==> src/rtl/reg_file_param.sv <==
// Parameterised register file with masked write modes, registered reads and access-error pulses.
// Registers 0..3 are also exposed as continuous outputs.
module reg_file_param #(
  parameter int unsigned             WIDTH    = 8,
  parameter int unsigned             DEPTH    = 16,
  parameter int unsigned             ADDR_W   = 4,
  parameter logic [WIDTH-1:0]        REG2_RST = WIDTH'(8'b1000_0001),
  parameter logic [WIDTH-1:0]        REG3_RST = WIDTH'(8'b0010_0000)
) (
  input  logic              clk,
  input  logic              RST,
  input  logic              WrEn,
  input  logic              RdEn,
  input  logic [1:0]        WrMode,
  input  logic [ADDR_W-1:0] Address,
  input  logic [WIDTH-1:0]  WrData,
  output logic [WIDTH-1:0]  RdData,
  output logic              RdData_Valid,
  output logic              AccErr,
  output logic [WIDTH-1:0]  REG0,
  output logic [WIDTH-1:0]  REG1,
  output logic [WIDTH-1:0]  REG2,
  output logic [WIDTH-1:0]  REG3
);

  logic [WIDTH-1:0] regs [DEPTH];
  logic [WIDTH-1:0] cur_val;
  logic [WIDTH-1:0] new_val;
  logic             in_range;

  // Extra bit so DEPTH == 2**ADDR_W is representable.
  assign in_range = ({1'b0, Address} < (ADDR_W + 1)'(DEPTH));

  always_comb begin
    cur_val = '0;
    for (int i = 0; i < DEPTH; i++) begin
      if (Address == ADDR_W'(i)) cur_val = regs[i];
    end
  end

  always_comb begin
    new_val = WrData;
    unique case (WrMode)
      2'b00: new_val = WrData;
      2'b01: new_val = cur_val | WrData;
      2'b10: new_val = cur_val & ~WrData;
      2'b11: new_val = cur_val ^ WrData;
      default: new_val = WrData;
    endcase
  end

  always_ff @(posedge clk or negedge RST) begin
    if (!RST) begin
      for (int i = 0; i < DEPTH; i++) begin
        regs[i] <= (i == 2) ? REG2_RST : (i == 3) ? REG3_RST : '0;
      end
      RdData       <= '0;
      RdData_Valid <= 1'b0;
      AccErr       <= 1'b0;
    end else begin
      RdData_Valid <= 1'b0;
      AccErr       <= 1'b0;
      if (WrEn && RdEn) begin
        AccErr <= 1'b1;
      end else if (WrEn) begin
        if (in_range) begin
          for (int i = 0; i < DEPTH; i++) begin
            if (Address == ADDR_W'(i)) regs[i] <= new_val;
          end
        end else begin
          AccErr <= 1'b1;
        end
      end else if (RdEn) begin
        RdData_Valid <= 1'b1;
        if (in_range) begin
          RdData <= cur_val;
        end else begin
          RdData <= '0;
          AccErr <= 1'b1;
        end
      end
    end
  end

  assign REG0 = regs[0];
  assign REG1 = regs[1];
  assign REG2 = regs[2];
  assign REG3 = regs[3];

endmodule

==> config.mk <==
export PLATFORM = sky130hd
export DESIGN_NAME = reg_file_param
export DESIGN_NICKNAME = d
export VERILOG_FILES = /design/src/rtl/reg_file_param.sv
export SDC_FILE = /design/constraint.sdc
export NUM_CORES = 1
export LEC_CHECK = 0
export ABC_CLOCK_PERIOD_IN_PS = 4540
export CORE_UTILIZATION = 63
export DETAILED_ROUTE_END_ITERATION = 8
export MAX_ROUTING_LAYER = met4
export PLACE_DENSITY = 0.85
export SLEW_MARGIN = 20
export SYNTH_ARGS = -nofsm -noshare
export SYNTH_HDL_FRONTEND = slang
export SYNTH_SLANG_ARGS = --single-unit
==> constraint.sdc <==
create_clock -name clk -period 4.54 [get_ports clk]
set_clock_uncertainty 0.2 [all_clocks]
set_input_delay 0.908 -clock clk [delete_from_list [all_inputs] [get_ports clk]]
set_output_delay 0.908 -clock clk [all_outputs]
set_load 0.01 [all_outputs]
==> results of run 1 <==
==> path summary, 6_finish.rpt <==
kind,from,end,cells after the start
max,Address[2],regs[84],11
min reg2reg,regs[33],regs[33],2
max in group asynchronous,RST,regs[72],2
max reg2reg,regs[24],regs[0],10
min,regs[33],regs[33],2
min in group asynchronous,RST,REG0[5],1
==> state kept, by name, summed over array words and instances, names as in the netlist <==
| name | count |
|---|---|
| REG0 | 8 |
| regs | 96 |
| RdData | 8 |
| REG1 | 8 |
| RdData_Valid | 1 |
| AccErr | 1 |
| REG3 | 8 |
| REG2 | 8 |
==> power groups by stage <==
stage | Clock [W] | Sequential (W) | Combinational, W
2_1_floorplan | 0 | 0.00165 | 0.000639
3_3_place_gp | 0 | 0.00169 | 0.000860
3_5_place_dp | 0 | 0.00171 | 0.000905
4_1_cts | 0.00130 | 0.00169 | 0.000911
5_1_grt | 0.00135 | 0.00173 | 0.000994
6_report | 0.00129 | 0.00170 | 0.000913
==> area by class of cell <==
| class | count | area [um2] |
|---|---|---|
| multi-input cells | 506 | 3590 |
| flip-flops and latches | 138 | 3460 |
| fillers | 787 | 2930 |
| repair buffers | 91 | 835 |
| clock buffers | 25 | 485 |
| well taps | 143 | 179 |
| inverters | 20 | 75.1 |
| clock inverters | 6 | 63.8 |
==> cell usage after synthesis, types with 3 or more instances <==
cell and number:
mux2i_1 20, clkbuf_1 35, nand4b_1 7, o2bb2ai_1 7, mux2_2 81, o31a_1 5
nor2_1 44, buf_4 33, dfrtp_1 135, a31o_2 7, buf_2 21, a21o_1 9
a31oi_1 4, dfstp_2 3, o22a_1 6, inv_1 19, nand2b_1 18, nor3_1 13
a221o_1 5, nor2b_1 4, a21boi_0 5, nand2_1 67, ha_1 16, a21oi_1 51
nand3_1 5, nor3b_1 3, and3b_1 10, a311o_1 7, o21ai_0 58, o22ai_1 10
o31ai_1 9
==> layer usage <==
layer / part of all wire / wire, um / vias to the layer above / global-route usage
li1: - / - / 2717 / -
met1: 0.41 / 7860 / 3017 / 0.414
met2: 0.49 / 9260 / 260 / 0.525
met3: 0.062 / 1180 / 58 / 0.0691
met4: 0.037 / 694 / 0 / 0.164
met5: 0 / 0 / - / -
==> worst min-delay path, cell delays in order (launching register included) <==
cell and delay, ps:
dfrtp_1 340, nand2_1 50, o21ai_0 60
==> kinds of logic after synthesis <==
kind of cell             count (synthesis)
multiplexers                           102
flip-flops                             138
AO/OA/AOI/OAI                          204
buffers and inverters                  111
AND/OR/NAND/NOR                        184
adder cells (fa/ha/maj)                 16
==> per-stage QoR <==
step	power [W]	setup WS, ps	setup TNS [ps]	hold WS (ps)
3_5_place_dp	0.00261	-283	-4310	272
4_1_cts	0.00390	101	0	283
3_3_place_gp	0.00255	-145	-2300	260
2_1_floorplan	0.00229	802	0	244
6_report	0.00390	271	0	283
5_1_grt	0.00407	158	0	312
==> impl_metrics.env, run 1 <==
export IMPL_fin_nets=808
export IMPL_cts_num_sinks=138
export IMPL_fin_util=0.748
export IMPL_synth_area_um2=7610
export IMPL_synthMuxAreaShare=0.149
export IMPL_path_class="input port to flip-flop"
export IMPL_reg2reg_slack_ps=1090
export IMPL_synth_top_family_by_area="compound AO/OA/AOI/OAI gates"
export IMPL_route_detailed_drc=4
export IMPL_ir_drop_v=0.000402
export IMPL_fp_dieArea_um2=12500
export IMPL_crit_family="buffers and inverters"
export IMPL_rsz0062_at_grt="false"
export IMPL_hold_path_class="flip-flop to flip-flop"
export IMPL_yosys_area_share_simple=0.121
export IMPL_synth_compound_area_share=0.175
export IMPL_postCtsHoldBufs=0
export IMPL_cts_tree="built"
export IMPL_cts_repair_resized=0
export IMPL_p_leak_nw=3.93
export IMPL_drtIter0Drc=653
export IMPL_crit_buf_inv=4
export IMPL_cts_root_buf="clkbuf_16"
export IMPL_synth_edff_count=0
export IMPL_layout_drive_gt1_share=0.207
export IMPL_netSwitchingFraction=0.287
export IMPL_worstMarginPinSlew_ps=860
export IMPL_dieWidth_um=112
export IMPL_vias_per_cell=6.51
export IMPL_dpl_cell_area_um2=8140
export IMPL_wl_um=19000
export IMPL_first_global_vias=6026
export IMPL_placement_io_buffers=59
export IMPL_grt_max_degree=80
export IMPL_slew_viol_final=0
export IMPL_grt_antenna_before_repair=0
export IMPL_clock_latency_ps=420
export IMPL_postRouteAntennaNets=0
export IMPL_cts_setup_buffers=0
export IMPL_synth_nets=789
export IMPL_synthTopCellsByArea="dfrtp_1, mux2_2, o21ai_0"
export IMPL_gp_congestion=0.939
export IMPL_io_pins=60
export IMPL_critPathLaunchType="input port"
export IMPL_path_cells="clkdlybuf4s50_1, buf_4, inv_1, nor2_1, buf_4, o21ai_0, a21oi_1, o22ai_1, ha_1, mux4_2, o21ai_0"
export IMPL_failed_checks="DRC"
export IMPL_n_antenna_cell=0
export IMPL_synth_top_area_frac=0.444
export IMPL_combPwrFrac=0.234
export IMPL_grt_use_total=0.334
export IMPL_drt_pass1_iter_count=7
export IMPL_crit_path_end_kind="flip-flop"
export IMPL_crit_required_ps=4660
export IMPL_internal_power_w=0.00278
export IMPL_via_count=6052
export IMPL_htreeDepth=4
export IMPL_clk_pin_slew_ps=60
export IMPL_die_h_um=112
export IMPL_syn_avg_cell_area_um2=10.1
export IMPL_dp_cells=898
export IMPL_routedWlPerCell_um=20.4
export IMPL_fin_crit_sh=0.940
export IMPL_critPathMaxStageDelay_ps=650
export IMPL_p_per_area_nw_per_um2=448
export IMPL_gr_total_overflow=0
export IMPL_dp_hpwl_um=13300
export IMPL_maxSlewHeadroom=0.426
export IMPL_layoutNonFillerInstCount=929
export IMPL_core_um2=11600
export IMPL_initial_utilization=0.656
export IMPL_postLayoutCellArea_um2=8690
export IMPL_synth_ff_type="dfrtp_1"
export IMPL_clock_power_share=0.330
export IMPL_numCtsBuffers=17
export IMPL_synth_xor_area_share=0
export IMPL_path_max_fanout=40
export IMPL_hold_viol=0
export IMPL_period_needed_ps=4270
export IMPL_synth_seq_cells=138
export IMPL_num_rows=39
export IMPL_mostFrequentLayoutCells="dfrtp_1, mux2_2, nand2_1"
export IMPL_grt_pass1_wl_um=31200
export IMPL_yosysTopAreaCell="dfrtp_1"
export IMPL_cts_max_path_buffers=2
export IMPL_setup_viol=0
export IMPL_synth_fa_ha_area_frac=0.0263
export IMPL_yosys_warnings=0
export IMPL_syn_inst=755
export IMPL_seq_area_frac_synth=0.454
export IMPL_synthDistinctLibCells=57
export IMPL_async_flop_share=1.00
export IMPL_seq_power_share=0.435
export IMPL_cap_violations=0
export IMPL_cp_slowest_cell="mux4_2"
export IMPL_final_common_cell="dfrtp_1"
export IMPL_status="finished, violations left"
export IMPL_max_freq_mhz=234
export IMPL_synthToLayoutAreaGrowth_pct=14.1
export IMPL_crit_arrival_ps=4390
export IMPL_p_switching_w=0.00112
(Power assumes the default switching activity.)
==> run 2, diff against run 1 <==
Settings changed: CAP_MARGIN set to 20.
==> results of run 2 <==
Same layout as run 1: the final DEF is identical, and so are final timing and power.
==> run 3, diff against run 2 <==
Settings changed: ABC_AREA set to 1, CORE_UTILIZATION 63 to 62.
==> run 3 against run 2 <==
Effect of this change: the run now ends clean; utilization increased by 1.4 points; final cell count up 11%; register-to-register slack better by 340 ps; via count rose by 0.66%; worst setup slack improved by 280 ps; sequential power shrank 5%; routed wire length decreased by 2.5%; flip-flop and latch count did not move; non-clock buffer count fell by 11; clock power grew 8%; die area decreased by 8.9%; critical path type unchanged; largest power group unchanged.
==> impl_metrics.env, run 3 <==
export IMPL_status="completed"
export IMPL_clock_power_share=0.379
export IMPL_postRouteAntennaNets=0
export IMPL_gr_total_overflow=0
export IMPL_mostFrequentLayoutCells="nand2_1, o21ai_0, dfrtp_1"
export IMPL_wl_um=18500
export IMPL_grt_use_total=0.359
export IMPL_synth_common_cells="nand2_1, o21ai_0, dfrtp_1, inv_1"
export IMPL_netSwitchingFraction=0.291
export IMPL_crit_path_end="REG3[3]"
export IMPL_reg2reg_slack_ps=1430
export IMPL_slew_viol_final=0
export IMPL_dp_hpwl_um=12200
export IMPL_cts_max_path_buffers=2
export IMPL_seq_area_frac_synth=0.507
export IMPL_rsz0062_at_grt="false"
export IMPL_cts_root_buf="clkbuf_8"
export IMPL_synthDistinctLibCells=27
export IMPL_hold_path_class="flip-flop to flip-flop"
export IMPL_dieWidth_um=107
export IMPL_synth_area_um2=6820
export IMPL_maxSlewHeadroom=0.394
export IMPL_layout_drive_gt1_share=0.0923
export IMPL_hold_viol=0
export IMPL_async_flop_share=1.00
export IMPL_timing_rr_start="REG2[3]"
export IMPL_fin_nets=921
export IMPL_clk_pin_slew_ps=60
export IMPL_setup_viol=0
export IMPL_grt_antenna_before_repair=0
export IMPL_placement_io_buffers=59
export IMPL_route_detailed_drc=0
export IMPL_rr_endpoint="REG3[3]"
export IMPL_seq_power_share=0.441
export IMPL_largest_register_ffs=96
export IMPL_io_pins=60
export IMPL_first_global_vias=5955
export IMPL_via_count=6092
export IMPL_path_max_fanout=14
export IMPL_combPwrFrac=0.180
export IMPL_top_register="regs"
export IMPL_p_per_area_nw_per_um2=459
export IMPL_synth_seq_cells=138
export IMPL_p_leak_nw=3.78
export IMPL_synthToLayoutAreaGrowth_pct=17.5
export IMPL_grt_pass1_wl_um=30000
export IMPL_ir_drop_v=0.000232
export IMPL_routedWlPerCell_um=17.9
export IMPL_synthTopCellsByArea="dfrtp_1, nand2_1, o21ai_0"
export IMPL_syn_inst=850
export IMPL_initial_utilization=0.649
export IMPL_synth_most_common_cell="nand2_1"
export IMPL_fin_util=0.762
export IMPL_drt_pass1_iter_count=5
export IMPL_synth_nets=884
export IMPL_numCtsBuffers=17
export IMPL_synth_edff_count=0
export IMPL_core_um2=10500
export IMPL_num_rows=37
export IMPL_synth_ff_type="dfrtp_1"
export IMPL_crit_required_ps=4720
export IMPL_syn_avg_cell_area_um2=8.02
export IMPL_synth_top_area_frac=0.496
export IMPL_yosysTopAreaCell="dfrtp_1"
export IMPL_cap_violations=0
export IMPL_final_common_cell="nand2_1"
export IMPL_crit_path_end_kind="flip-flop"
export IMPL_cts_setup_buffers=0
export IMPL_cts_num_sinks=138
export IMPL_cts_tree="built"
export IMPL_crit_start="Address[1]"
export IMPL_clock_latency_ps=530
export IMPL_worstMarginPinSlew_ps=909
export IMPL_drtIter0Drc=596
export IMPL_setup_tns_ps=0
export IMPL_fin_crit_sh=0.879
export IMPL_p_total_w=0.00367
export IMPL_crit_arrival_ps=4170
export IMPL_die_h_um=107
export IMPL_n_antenna_cell=0
export IMPL_htreeDepth=4
export IMPL_gp_congestion=0.987
export IMPL_vias_per_cell=5.89
export IMPL_p_switching_w=0.00107
export IMPL_path_class="input port to flip-flop"
export IMPL_whs_path_depth=2
export IMPL_period_needed_ps=3990
export IMPL_cts_repair_resized=0
export IMPL_yosys_warnings=0
export IMPL_postCtsHoldBufs=0
export IMPL_critPathLaunchType="input port"
export IMPL_internal_power_w=0.00260
export IMPL_fp_dieArea_um2=11400
export IMPL_max_freq_mhz=251
export IMPL_r2r_cells=17
export IMPL_grt_max_degree=73
## run 3: worst min-delay path by stage
stage          startpoint        to  slack [ps]
6_report         regs[72]  regs[72]         280
3_5_place_dp     regs[72]  regs[72]         270
2_1_floorplan    regs[70]  regs[70]         250
5_1_grt          regs[37]  regs[37]         310
3_3_place_gp     regs[45]  regs[45]         260
4_1_cts          regs[72]  regs[72]         290
## run 3: critical path, cell delays in order
cell             delay (ps)
clkdlybuf4s50_1         590
inv_2                    90
nor2_4                  150
nand2_2                 100
or2_2                   280
nand2_1                  90
nand4_1                 100
nand2_1                 110
nand4_1                 120
nand2_1                 100
nand3_1                  70
nand2_1                  80
nand2_1                 110
nand2_1                 110
inv_1                    50
ha_1                    160
o21ai_0                 190
o21ai_0                 150
o22ai_1                 190
buf_4                   290
o21ai_0                 130
## run 3: routing by layer
metal  GRT usage  up-vias  part of all wire
met5           -        -                 0
met4       0.155        0             0.033
met3      0.0772       54             0.084
met2       0.574      328              0.48
met1       0.444     2911              0.41
li1            -     2799                 -
## run 3: through the flow
step | std cells | hold WS (ps) | worst slack [ps] | cell area (um2)
after floorplan | 850 | 245 | 1070 | 6820
after global placement | 1004 | 259 | 235 | 7410
after detailed placement | 1004 | 272 | 138 | 7410
after CTS | 1035 | 287 | 621 | 8010
after global routing | 1035 | 308 | 256 | 8010
final | 1035 | 284 | 550 | 8010
## run 3: kinds of logic after synthesis
kind of cell | share of synthesized area
AND/OR/NAND/NOR | 0.254
flip-flops | 0.507
buffers and inverters | 0.0887
AO/OA/AOI/OAI | 0.121
adder cells (fa/ha/maj) | 0.0294
## run 3: power groups by stage
stage / registers [W] / clock network (W) / logic (W)
6_report: 0.00162 / 0.00139 / 0.000663
5_1_grt: 0.00164 / 0.00146 / 0.000739
4_1_cts: 0.00161 / 0.00140 / 0.000660
3_5_place_dp: 0.00163 / 0 / 0.000652
3_3_place_gp: 0.00162 / 0 / 0.000621
2_1_floorplan: 0.00159 / 0 / 0.000409
## run 3: cell type report
cell class,instances,area (um2)
Timing Repair Buffer,80,771
Multi-Input combinational cell,586,2780
Clock inverter,13,169
Tap cell,136,170
Clock buffer,18,428
Sequential cell,138,3460
Inverter,64,240
Fill cell,737,2500
==> RTL change 1 (settings of run 1) <==
Make the reset (`RST`) synchronous in one clocked block.
--- a/src/rtl/reg_file_param.sv
+++ b/src/rtl/reg_file_param.sv
@@ -49,7 +49,7 @@
     endcase
   end
 
-  always_ff @(posedge clk or negedge RST) begin
+  always_ff @(posedge clk) begin
     if (!RST) begin
       for (int i = 0; i < DEPTH; i++) begin
         regs[i] <= (i == 2) ? REG2_RST : (i == 3) ? REG3_RST : '0;
Check against the original RTL: differs if RST is asserted again (counterexample within 4 cycles, from zero or initial values and one cycle with RST low); with RST held inactive, the same outputs for 4 cycles.
==> RTL change 1 against run 1 <==
- core utilization rose by 6.2 points
- design area fell by 2.0%
- area after synthesis fell by 9.0%
- synthesized cell count down 20%
- cell count fell by 8.4%
- worst setup slack got worse by 0.044 ns
- routed wire length grew 12%
- sequential cell count did not move
- largest cell class is now flip-flops and latches
Power is not compared: it rests on default switching activity, and its combinational part moved more than twofold at a synthesized area within 25%.
==> RTL change 1: results (changes against run 1) <==
<table>
<tr><th>Metric</th><th>Value</th></tr>
<tr><th colspan="2">Synthesis</th></tr>
<tr><td>Mapped Nets</td><td>641 (-19%)</td></tr>
<tr><td>Post-synth ARST share</td><td>0 (-1.00)</td></tr>
<tr><td>Mux share of post-synthesis cell area</td><td>0.0538 (-0.0953)</td></tr>
<tr><td>Number of flops mapped to enable cells by yosys</td><td>128 (+128)</td></tr>
<tr><td>Count of unique library cells instantiated by Yosys</td><td>59 (+3.5%)</td></tr>
<tr><td>Adder and majority gate portion of the synthesized area</td><td>0.0289 (+0.00259)</td></tr>
<tr><th colspan="2">Clocking</th></tr>
<tr><td>Clock Root Buffer</td><td>clkbuf_8</td></tr>
<tr><td>Insertion delay to the later sink of the worst-skew pair</td><td>0.54 ns (+0.12 ns)</td></tr>
<tr><th colspan="2">Placed design</th></tr>
<tr><td>Detailed Place HPWL</td><td>14800 um (+12%)</td></tr>
<tr><td>Routability cong.</td><td>1.02 (+8.7%)</td></tr>
<tr><td>Pre-CTS setup slack</td><td>-0.255 ns (+0.0286 ns)</td></tr>
<tr><th colspan="2">Outcome</th></tr>
<tr><td>Status</td><td>completed</td></tr>
<tr><th colspan="2">Worst setup path</th></tr>
<tr><td>Reg2reg end</td><td>regs[0][100]$_DFFE_PP_</td></tr>
<tr><td>Maximum fanout count along the critical path</td><td>7 (-83%)</td></tr>
<tr><td>Worst setup path endpoint</td><td>regs[0][15]$_SDFFCE_PN0P_</td></tr>
<tr><td>Number of cells on the worst reg-to-reg path</td><td>11 (+1)</td></tr>
<tr><td>Reg-to-reg startpoint</td><td>regs[0][100]$_DFFE_PP_</td></tr>
<tr><td>Maximum single-stage delay on the critical path</td><td>0.59 ns (-0.06 ns)</td></tr>
<tr><th colspan="2">Routing</th></tr>
<tr><td>WL met1</td><td>7860 um (about the same)</td></tr>
<tr><td>Violation count after the first detailed-routing iteration</td><td>766 (+17%)</td></tr>
<tr><td>First drt pass iteration count</td><td>5 (-2)</td></tr>
<tr><td>Met2 wire length</td><td>9970 um (+7.6%)</td></tr>
<tr><th colspan="2">GRT</th></tr>
<tr><td>Largest net degree at the start of global routing</td><td>27 (-66%)</td></tr>
<tr><td>Wire length of the first global-routing pass</td><td>31900 um (+2.0%)</td></tr>
<tr><td>Via count of the first global-routing pass</td><td>5450 (-9.6%)</td></tr>
<tr><th colspan="2">STA</th></tr>
<tr><td>Relative max-transition margin</td><td>0.228 (-0.199)</td></tr>
</table>
-- RTL change 1: changes by cell type after synthesis, moves of 10 or more --
cell      change
edfxtp_1    +128
nand2_1      -18
mux2_2       -75
inv_1        +13
clkbuf_1     -16
nor2_1       +53
dfxtp_1      +10
buf_2        -11
a21oi_1      -30
dfrtp_1     -135
nor3_1       -10
o21ai_0      -29
-- RTL change 1: worst min-delay path by stage --
stage	to
6_report	RdData[0]$_SDFFE_PN0P_
4_1_cts	RdData[0]$_SDFFE_PN0P_
5_1_grt	RdData[0]$_SDFFE_PN0P_
2_1_floorplan	RdData[0]$_SDFFE_PN0P_
3_5_place_dp	RdData[0]$_SDFFE_PN0P_
3_3_place_gp	RdData[0]$_SDFFE_PN0P_
-- RTL change 1: area by class of cell --
cell class,instances,area [um2]
flip-flops and latches,138,4040
inverters,33,124
repair buffers,147,1270
clock inverters,13,155
clock buffers,17,414
multi-input cells,367,2340
well taps,136,170
fillers,603,1990
-- RTL change 1: per-layer routing --
metal,track usage,up-vias
met5,-,-
met4,0.196,0
met3,0.119,86
met2,0.619,400
met1,0.504,2625
li1,-,2346
-- RTL change 1: logic make-up (layout without fill, tap and decap cells) --
kind of cell,after synthesis,count (layout)
flip-flops,138,138
buffers and inverters,102,210
AND/OR/NAND/NOR,204,204
multiplexers,29,29
adder cells (fa/ha/maj),16,16
AO/OA/AOI/OAI,118,118
-- RTL change 1: report_power, final --
part	switching, uW	internal, uW	total (uW)
sequential	36.5	1470	1510
combinational	263	190	453
clock	535	825	1360
total	834	2480	3320
-- RTL change 1: stage by stage --
step	TNS (ns)	area (um2)	std cells	hold WS [ns]
after detailed placement	-7.57	7950	821	0.254
final	0	8520	851	0.264
after CTS	0	8520	851	0.262
after global routing	0	8520	851	0.281
after global placement	-6.43	7950	821	0.255
after floorplan	0	6930	607	0.274
==> RTL change 2 (settings of run 1) <==
Without the edit above. Set the parameter `WIDTH` to 12 (it was 8).
--- a/src/rtl/reg_file_param.sv
+++ b/src/rtl/reg_file_param.sv
@@ -1,7 +1,7 @@
 // Parameterised register file with masked write modes, registered reads and access-error pulses.
 // Registers 0..3 are also exposed as continuous outputs.
 module reg_file_param #(
-  parameter int unsigned             WIDTH    = 8,
+  parameter int unsigned             WIDTH    = 12,
   parameter int unsigned             DEPTH    = 16,
   parameter int unsigned             ADDR_W   = 4,
   parameter logic [WIDTH-1:0]        REG2_RST = WIDTH'(8'b1000_0001),
Interface: changed (6 resized); port bits go from 60 to 84. The function was not compared with the original's and may differ.
==> RTL change 2 against run 1 <==
- largest cell class is now flip-flops and latches
- routed wire length up 69%
- sequential power grew 46%
- worst setup slack better by 0.043 ns
- sequential cell count increased by 68
- hold slack worse by 0.0044 ns
- core utilization is 0.93 points higher
- area after synthesis grew 38%
- global-route usage increased by 6.1 points
- design area is 40% higher
- power rose by 44%
- sequential share of layout area grew 2.5 points
==> RTL change 2: results (changes against run 1) <==
<table>
<tr><th>Metric</th><th>Value</th></tr>
<tr><th colspan="2">Outcome</th></tr>
<tr><td>Status</td><td>completed</td></tr>
<tr><th colspan="2">Routing</th></tr>
<tr><td>Routed via count</td><td>9137 (+51%)</td></tr>
<tr><td>Average wire per cell in the routed design</td><td>22.3 um (+9.2%)</td></tr>
<tr><td>Violation count after the first detailed-routing iteration</td><td>1154 (+77%)</td></tr>
<tr><td>First drt pass iteration count</td><td>6 (-1)</td></tr>
<tr><th colspan="2">Clocking</th></tr>
<tr><td>H-tree lvl count</td><td>1 (-3)</td></tr>
<tr><td>Num CTS Buffers</td><td>22 (+5)</td></tr>
<tr><th colspan="2">Placed design</th></tr>
<tr><td>Detailed Place HPWL</td><td>22200 um (+67%)</td></tr>
<tr><td>Buffers added on ports</td><td>83 (+41%)</td></tr>
<tr><td>Routability cong.</td><td>1.00 (+6.9%)</td></tr>
<tr><th colspan="2">Min path</th></tr>
<tr><td>Hold path startpoint</td><td>regs[142]$_DFFE_PN0P_</td></tr>
<tr><td>End point of the worst hold path</td><td>regs[142]$_DFFE_PN0P_</td></tr>
<tr><th colspan="2">Finish</th></tr>
<tr><td>Number of filler instances in the final layout</td><td>1130 (+44%)</td></tr>
<tr><td>Number of flip-flops in the largest register</td><td>144 (+50%)</td></tr>
<tr><th colspan="2">Worst setup path</th></tr>
<tr><td>Maximum fanout count along the critical path</td><td>16 (-60%)</td></tr>
<tr><td>Cell family with most CP delay</td><td>compound AO/OA/AOI/OAI gates</td></tr>
<tr><td>Launching instance or port of the critical path</td><td>Address[3]</td></tr>
<tr><td>Arrival time of data at the critical path endpoint</td><td>4.43 ns (+0.04 ns)</td></tr>
<tr><td>Reg2reg end</td><td>REG1[2]$_DFFE_PN0P_</td></tr>
<tr><td>Number of cells on the worst reg-to-reg path</td><td>9 (-1)</td></tr>
<tr><th colspan="2">Pwr</th></tr>
<tr><td>Leakage power total</td><td>0.00553 uW (+41%)</td></tr>
<tr><th colspan="2">STA</th></tr>
<tr><td>Relative max-transition margin</td><td>0.349 (-0.0772)</td></tr>
<tr><th colspan="2">GRT</th></tr>
<tr><td>Overall track demand over capacity in global routing</td><td>0.396 (+0.0615)</td></tr>
<tr><td>Largest net degree at the start of global routing</td><td>105 (+31%)</td></tr>
<tr><td>Via count of the first global-routing pass</td><td>8804 (+46%)</td></tr>
<tr><td>Wire length of the first global-routing pass</td><td>50400 um (+61%)</td></tr>
<tr><th colspan="2">Synthesis</th></tr>
<tr><td>Count of unique library cells instantiated by Yosys</td><td>63 (+11%)</td></tr>
<tr><td>Portion of the post-synthesis area used by sequential elements</td><td>0.490 (+0.0362)</td></tr>
<tr><td>Synth cell count leaders</td><td>nand2_1, dfrtp_1, o21ai_0</td></tr>
<tr><td>Cell types occupying the most area after synthesis</td><td>dfrtp_1, o21ai_0, nand2_1</td></tr>
<tr><td>Library cell with the highest instance count after synthesis</td><td>nand2_1</td></tr>
</table>
==> RTL change 2: per-layer routing <==
| metal | part of all wire | wire length [um] | global-route usage |
|---|---|---|---|
| met5 | 0 | 0 | - |
| met4 | 0.052 | 1650 | 0.195 |
| met3 | 0.11 | 3450 | 0.0779 |
| met2 | 0.46 | 14600 | 0.595 |
| met1 | 0.39 | 12300 | 0.516 |
==> RTL change 2: power by group <==
group / internal (uW) / switching, uW
clock network: 1160 / 742
registers: 2220 / 267
logic: 557 / 679
total: 3940 / 1690
==> RTL change 2: cell type report <==
| cell class | count | area (um2) | area share |
|---|---|---|---|
| clock inverter | 9 | 120 | 0.00984 |
| multi-input combinational | 779 | 4450 | 0.364 |
| inverter | 44 | 165 | 0.0135 |
| sequential | 206 | 5160 | 0.423 |
| tap | 216 | 270 | 0.0221 |
| clock buffer | 30 | 642 | 0.0526 |
| timing repair buffer | 152 | 1410 | 0.115 |
==> RTL change 2: stage by stage <==
stage / hold WS, ns / util / setup WS (ns) / instance area (um2) / setup TNS [ns]
floorplan: 0.241 / - / 0.760 / 10500 / 0
global route: 0.304 / 0.757 / 0.204 / 12200 / 0
finish: 0.278 / 0.757 / 0.315 / 12200 / 0
detailed placement: 0.265 / 0.710 / -0.116 / 11400 / -2.48
CTS: 0.280 / 0.757 / 0.397 / 12200 / 0
global placement: 0.256 / 0.710 / -0.0852 / 11400 / -0.929
==> RTL change 2: kinds of logic after synthesis <==
family,synth area share
DFF,0.490
and+or+nand+nor,0.135
adders and majority gates,0.0285
AOI/OAI and AO/OA,0.209
muxes,0.0492
buffers and inverters,0.0886
